===== src/rtl/wb_mailbox_slave.sv =====
// Wishbone slave exposing a register bank and a FIFO mailbox. Define
// WB_MAILBOX_IRQ_EN to build the irq_enable control bit and the not-empty interrupt.
module wb_mailbox_slave #(
  parameter int         ADDR_WIDTH = 16,
  parameter int         DATA_WIDTH = 16,
  parameter int         FIFO_DEPTH = 16,
  parameter logic [7:0] BASE_ADDR  = 8'h00
) (
  input  logic                  clk,
  input  logic                  reset,
  input  logic [ADDR_WIDTH-1:0] wbs_address,
  input  logic [DATA_WIDTH-1:0] wbs_writedata,
  output logic [DATA_WIDTH-1:0] wbs_readdata,
  input  logic                  wbs_write,
  input  logic                  wbs_strobe,
  input  logic                  wbs_cycle,
  output logic                  wbs_ack,
  output logic                  irq
);

  localparam int PTR_W = (FIFO_DEPTH > 1) ? $clog2(FIFO_DEPTH) : 1;
  localparam int CNT_W = PTR_W + 1;

  localparam logic [2:0] REG_ID      = 3'd0;
  localparam logic [2:0] REG_SCRATCH = 3'd1;
  localparam logic [2:0] REG_STATUS  = 3'd2;
  localparam logic [2:0] REG_DATA    = 3'd3;
  localparam logic [2:0] REG_CONTROL = 3'd4;

  typedef enum logic [1:0] {IDLE, ACK, HOLD} state_t;

  state_t                state;
  logic [2:0]            acc_sel;
  logic                  acc_write;
  logic [DATA_WIDTH-1:0] acc_wdata;

  logic [DATA_WIDTH-1:0] mem [FIFO_DEPTH];
  logic [PTR_W-1:0]      wr_ptr;
  logic [PTR_W-1:0]      rd_ptr;
  logic [CNT_W-1:0]      count;
  logic                  overflow;
  logic                  underflow;
  logic [DATA_WIDTH-1:0] scratch;

  logic                  request;
  logic                  empty;
  logic                  full;
  logic                  in_ack;
  logic                  data_wr;
  logic                  data_rd;
  logic                  status_wr;
  logic                  ctrl_wr;
  logic                  do_push;
  logic                  do_pop;
  logic                  do_clear;
  logic [15:0]           status_word;
  logic [DATA_WIDTH-1:0] rd_value;
  logic                  unused_addr;

  assign request     = wbs_cycle & wbs_strobe & (wbs_address[15:8] == BASE_ADDR);
  assign empty       = (count == '0);
  assign full        = (count == CNT_W'(FIFO_DEPTH));
  assign status_word = {9'(count), 3'b000, underflow, overflow, full, empty};
  assign unused_addr = ^wbs_address;

  // The access is latched at request time and its side effects are applied
  // on the edge that ends the ACK cycle.
  assign in_ack    = (state == ACK);
  assign data_wr   = in_ack &  acc_write & (acc_sel == REG_DATA);
  assign data_rd   = in_ack & ~acc_write & (acc_sel == REG_DATA);
  assign status_wr = in_ack &  acc_write & (acc_sel == REG_STATUS);
  assign ctrl_wr   = in_ack &  acc_write & (acc_sel == REG_CONTROL);
  assign do_push   = data_wr & ~full;
  assign do_pop    = data_rd & ~empty;
  assign do_clear  = ctrl_wr & acc_wdata[0];

`ifdef WB_MAILBOX_IRQ_EN
  logic irq_enable;

  always_ff @(posedge clk) begin
    if (reset) begin
      irq_enable <= 1'b0;
      irq        <= 1'b0;
    end else begin
      if (ctrl_wr) irq_enable <= acc_wdata[1];
      irq <= irq_enable & ~empty;
    end
  end
`else
  assign irq = 1'b0;
`endif

  always_comb begin
    // NOTE: default assignment first so no path through the case leaves
    // rd_value unassigned and infers a latch.
    rd_value = '0;
    case (wbs_address[2:0])
      REG_ID:      rd_value = DATA_WIDTH'(16'hBE57);
      REG_SCRATCH: rd_value = scratch;
      REG_STATUS:  rd_value = DATA_WIDTH'(status_word);
      REG_DATA:    if (!empty) rd_value = mem[rd_ptr];
`ifdef WB_MAILBOX_IRQ_EN
      REG_CONTROL: rd_value = DATA_WIDTH'({irq_enable, 1'b0});
`endif
      default:     rd_value = '0;
    endcase
  end

  // NOTE: the mailbox storage has no reset; only pointers and count define
  // which entries are valid, so clearing the array would be wasted logic.
  always_ff @(posedge clk) begin
    if (do_push && !reset) mem[wr_ptr] <= acc_wdata;
  end

  // NOTE: all state is updated with non-blocking assignments so every
  // register samples pre-edge values regardless of statement order.
  always_ff @(posedge clk) begin
    if (reset) begin
      state        <= IDLE;
      wbs_ack      <= 1'b0;
      wbs_readdata <= '0;
      acc_sel      <= '0;
      acc_write    <= 1'b0;
      acc_wdata    <= '0;
      scratch      <= '0;
      wr_ptr       <= '0;
      rd_ptr       <= '0;
      count        <= '0;
      overflow     <= 1'b0;
      underflow    <= 1'b0;
    end else begin
      wbs_ack      <= 1'b0;
      wbs_readdata <= '0;

      case (state)
        IDLE: if (request) begin
          state        <= ACK;
          wbs_ack      <= 1'b1;
          wbs_readdata <= wbs_write ? '0 : rd_value;
          acc_sel      <= wbs_address[2:0];
          acc_write    <= wbs_write;
          acc_wdata    <= wbs_writedata;
        end
        ACK:  state <= HOLD;
        HOLD: if (!wbs_strobe || !wbs_cycle) state <= IDLE;
        default: state <= IDLE;
      endcase

      if (in_ack && acc_write && acc_sel == REG_SCRATCH) scratch <= acc_wdata;

      if (data_wr && full)                 overflow <= 1'b1;
      else if (status_wr && acc_wdata[2])  overflow <= 1'b0;

      if (data_rd && empty)                underflow <= 1'b1;
      else if (status_wr && acc_wdata[3])  underflow <= 1'b0;

      if (do_clear) begin
        wr_ptr <= '0;
        rd_ptr <= '0;
        count  <= '0;
      end else begin
        if (do_push) wr_ptr <= wr_ptr + PTR_W'(1);
        if (do_pop)  rd_ptr <= rd_ptr + PTR_W'(1);
        count <= count + CNT_W'(do_push) - CNT_W'(do_pop);
      end
    end
  end

endmodule


===== config.mk =====
export PLATFORM = sky130hd
export DESIGN_NAME = wb_mailbox_slave
export DESIGN_NICKNAME = d
export VERILOG_FILES = /design/src/rtl/wb_mailbox_slave.sv
export SDC_FILE = /design/constraint.sdc
export NUM_CORES = 1
export LEC_CHECK = 0
export CAP_MARGIN = 20
export CELL_PAD_IN_SITES_DETAIL_PLACEMENT = 1
export CELL_PAD_IN_SITES_GLOBAL_PLACEMENT = 2
export CORE_MARGIN = 2
export CORE_UTILIZATION = 49
export CTS_CLUSTER_DIAMETER = 100
export DETAILED_ROUTE_END_ITERATION = 6
export PLACE_DENSITY_LB_ADDON = 0.1
export SLEW_MARGIN = 20
export SYNTH_ARGS = -nofsm -noshare
export SYNTH_HDL_FRONTEND = slang
export SYNTH_SLANG_ARGS = --single-unit

===== constraint.sdc =====
create_clock -name clk -period 7.2 [get_ports clk]
set_input_delay 1.08 -clock clk [delete_from_list [all_inputs] [get_ports clk]]
set_output_delay 1.08 -clock clk [all_outputs]
set_load 0.005 [all_outputs]

==> parameters.txt <==
Parameter                              Value

Clocking
  Clock tree from TritonCTS ... done
  Total clock sinks ... 330
  Post-CTS Setup Bufs ... 0
  Clock buffers created by TritonCTS ... 36
  Source-to-sink clock delay at the later pin of the worst-skew pair ... about 0.51 ns
  Clock transition at the register clock pins on the worst setup and hold paths after CTS ... about 0.060 ns
  Clock Path Buffers ... 3
  Resize count post-CTS ... 0
  Quantity of hold-fixing buffers added after cts ... 0
  Cell at the root of the clock tree ... sky130_fd_sc_hd__clkbuf_16
  # H-tree levels ... 2

Power
  Peak VDD IR ... 160.5 µV
  Final Total Pwr ... 3719 µW
  Pwr dens ... between 200 and 300 mW/mm²
  Leakage power summed over all cells ... roughly 0.0051 µW

Placement
  Last weighted congestion value of the routability-driven placer ... ~0.77
  Detailed placement HPWL ... between 15 and 20 mm
  PortBufs ... 48
  Post-Place Cells ... about 1,100
  Dpl ws ... between 3 and 4 ns

Synthesis
  Number of unique standard cell types used by synthesis ... 56
  Area leader, netlist ... sky130_fd_sc_hd__edfxtp_1
  Post-Synthesis Net Count ... about 790
  Mean instance size in the synthesized netlist ... between 15 and 20 µm²
  Netlist area before placement ... 0.01287 mm²
  Share of async-settable or async-resettable flops after synthesis ... 0%
  Yosys warnings ... 0
  Part of the Yosys area used for sequential elements ... between 70% and 80%
  Area contributors post-synth ... sky130_fd_sc_hd__edfxtp_1 (60%), sky130_fd_sc_hd__dfxtp_1 (12%), sky130_fd_sc_hd__mux4_2 (11%), sky130_fd_sc_hd__mux2i_1 (3.7%), sky130_fd_sc_hd__nand2_1 (1.5%)
  Prevailing post-synth register cell ... sky130_fd_sc_hd__edfxtp_1
  Area share of the leading cell type in the synthesized netlist ... roughly 60%
  Cells after synthesis ... approximately 740
  Number of synthesized register bits ... between 300 and 400
  Count of flip-flops with a built-in enable after synthesis ... 256

Global routing
  Global-route total usage across every layer ... 23.14%
  Number of global-route vias before repair ... 7,525
  First-pass GRT wire length ... 47.12 mm
  Number of antenna violations at the first check in global routing ... 0
  Grt ovf ... 0
  Pin count of the biggest net entering global routing ... 65

Drt
  Initial drt markers ... ~540
  Via-to-Cell Ratio ... 5.960
  DRC violation count after routing ... 0
  Vias after detailed routing ... ~6,900
  Final antenna-violating net count ... 0
  Wire per inst ... 26.77 µm
  Total wirelength of the detailed-routed design ... ~31 mm
  First-pass detailed-route iteration total ... 5

Worst hold path
  Worst hold path type ... register to register
  Min-Delay Startpoint ... acc_sel[2]
  Hold Path Depth ... 2
  End point of the worst hold path ... acc_sel[2]

Timing
  Measured slew at the worst slew-check pin ... between 1 and 1.5 ns
  Maximum clock skew at final layout ... ~0.022 ns
  Unrepaired setup endpoints after global routing ... no
  Final-layout worst hold slack ... between 0.4 and 0.5 ns
  Tightest slew margin relative to the limit ... ~31%
  Portion of the clock cycle consumed by the worst path in the final layout ... a little under half
  Max-slew violation total from the final report ... 0
  Max Clk Rate ... a little under 300 MHz
  Finish-stage setup viols ... 0
  Post-layout worst setup margin ... around 3.8 ns
  Number of hold violations in the final report ... 0
  Crit path time final ... between 3 and 4 ns
  Total Negative Setup Slacks ... 0 ns

Setup path
  Critical path's top delay family ... simple AND/OR/NAND/NOR gates
  Slowest cell on the critical path ... sky130_fd_sc_hd__nand4_2
  Cell chain of the critical path ... clkdlybuf4s50_1 -> nor3_4 -> nand4_2 -> o221ai_1
  Slowest stage delay, CP ... 0.79 ns
  Critical path data required time ... 7.58 ns
  Crit start category ... input port
  Start of the worst register-to-register path ... count[2]
  Type of the setup path with the least slack ... input port to register
  Worst Path Max Fanout ... 19
  Critical R2R Capture ... count[4]
  Bufs and invs on worst path ... 1
  Cell depth of the worst flop-to-flop path ... 11
  Reg-to-reg slack, setup ... between 4 and 5 ns
  Critical path arrival ... between 3 and 4 ns
  Crit. End Element ... register

Finish
  Post-route insts no fill ... ~1,200
  Nets ... around 850
  Area overhead of the layout relative to synthesis ... 15.02%
  Most frequent cells in the layout ... sky130_fd_sc_hd__edfxtp_1 (256), sky130_fd_sc_hd__dfxtp_1 (71), sky130_fd_sc_hd__mux4_2 (64)
  Most common library cell in the layout ignoring fill and taps ... sky130_fd_sc_hd__edfxtp_1
  Inserted Diodes ... 0
  Layout cell share with drive strength beyond 1 ... between 10% and 20%

Floorplan
  Row cnt ... 59
  DIE AREA ... about 0.028 mm²
  Starting density of the core ... between 40 and 50%
  Num ports ... 55
  Placeable core region ... about 0.026 mm²
  Vertical extent of the die ... 166.1 µm
  DIE WIDTH ... approximately 170 µm

Outcome
  Result of the run ... complete, no violations

Job
  Maxcap violations ... 0
[where the power goes]
group / leakage (µW) / internal [µW] / switching (µW) / total [µW]
clock network: 0.000516 / 960 / 699 / 1660
logic: 0.00135 / 18.0 / 18.8 / 36.8
registers: 0.00327 / 2020 / 0.351 / 2020
total: 0.00514 / 3000 / 718 / 3720
[worst max path at each step]
stage / from / endpoint / slack [ns] / cells after the start
finish: wbs_address[2] / wbs_readdata[13] / 3.84 / 4
global route: wbs_address[0] / wbs_readdata[13] / 3.65 / 5
CTS: wbs_address[2] / wbs_readdata[13] / 3.79 / 4
detailed placement: wbs_address[2] / wbs_readdata[9] / 3.36 / 4
global placement: wbs_address[2] / wbs_readdata[0] / 3.48 / 4
floorplan: reset / mem[0][0] / 4.48 / 3
[worst min-delay path: cells and delay by family (launching register included)]
kind               cells  cell delay [ns]
AOI/OAI and AO/OA      1             0.05
DFF                    1             0.33
and+or+nand+nor        1             0.06
[registers in the layout, summed over array words and instances (netlist names), named ones only]
signal,cells
acc_wdata,16
scratch,16
mem,256
state,2
acc_write,1
wbs_ack,1
overflow,1
count,5
underflow,1
acc_sel,3
wbs_readdata,16
rd_ptr,4
wr_ptr,4
[per-layer routing]
metal  routed length, µm  vias to the layer above  track usage [%]
met5                   0                        -                0
met4                 908                        0            7.297
met3                1245                       54            2.979
met2               15410                      170            38.70
met1               13600                     3678            31.97
li1                    -                     3036                -
[metrics by stage]
step / util, % / area (µm²)
after global placement: 53.01 / 13740
after detailed placement: 53.07 / 13750
after floorplan: - / 12870
final: 57.15 / 14810
after global routing: 57.15 / 14810
after CTS: 57.11 / 14800
[logic make-up (layout without fill, tap and decap cells)]
group,count (synthesis),after routing,synth area share (%)
xor gates and xnor gates,5,5,0.3402
muxes,113,113,15.01
DFF,330,330,71.21
buffers and inverters,56,146,2.225
adders and majority gates,11,11,1.127
other,1,1,0.02913
and+or+nand+nor,147,147,5.850
AOI/OAI and AO/OA,76,76,4.198
[area by class of cell]
class | count | area (µm²)
Multi-Input combinational cell | 353 | 3460
Timing Repair Buffer | 71 | 659.4
Fill cell | 2318 | 11100
Sequential cell | 330 | 9175
Clock inverter | 12 | 52.55
Tap cell | 335 | 419.2
Clock buffer | 50 | 994.7
Inverter | 13 | 48.80
[synth_stat cells (4+ instances only)]
master and count:
sky130_fd_sc_hd__edfxtp_1 256, sky130_fd_sc_hd__dfxtp_1 74, sky130_fd_sc_hd__mux4_2 64, sky130_fd_sc_hd__nand2_1 52
sky130_fd_sc_hd__mux2i_1 48, sky130_fd_sc_hd__nor2_1 48, sky130_fd_sc_hd__a21oi_1 32, sky130_fd_sc_hd__buf_4 14
sky130_fd_sc_hd__clkbuf_1 14, sky130_fd_sc_hd__inv_1 13, sky130_fd_sc_hd__ha_1 10, sky130_fd_sc_hd__o2111ai_1 10
sky130_fd_sc_hd__o221ai_1 10, sky130_fd_sc_hd__o21ai_0 8, sky130_fd_sc_hd__buf_1 6, sky130_fd_sc_hd__buf_2 6
sky130_fd_sc_hd__nand3_1 6, sky130_fd_sc_hd__or3_1 6, sky130_fd_sc_hd__nand4_1 5, sky130_fd_sc_hd__o221ai_2 5
sky130_fd_sc_hd__nand3b_1 4
(Power assumes the default switching activity.)
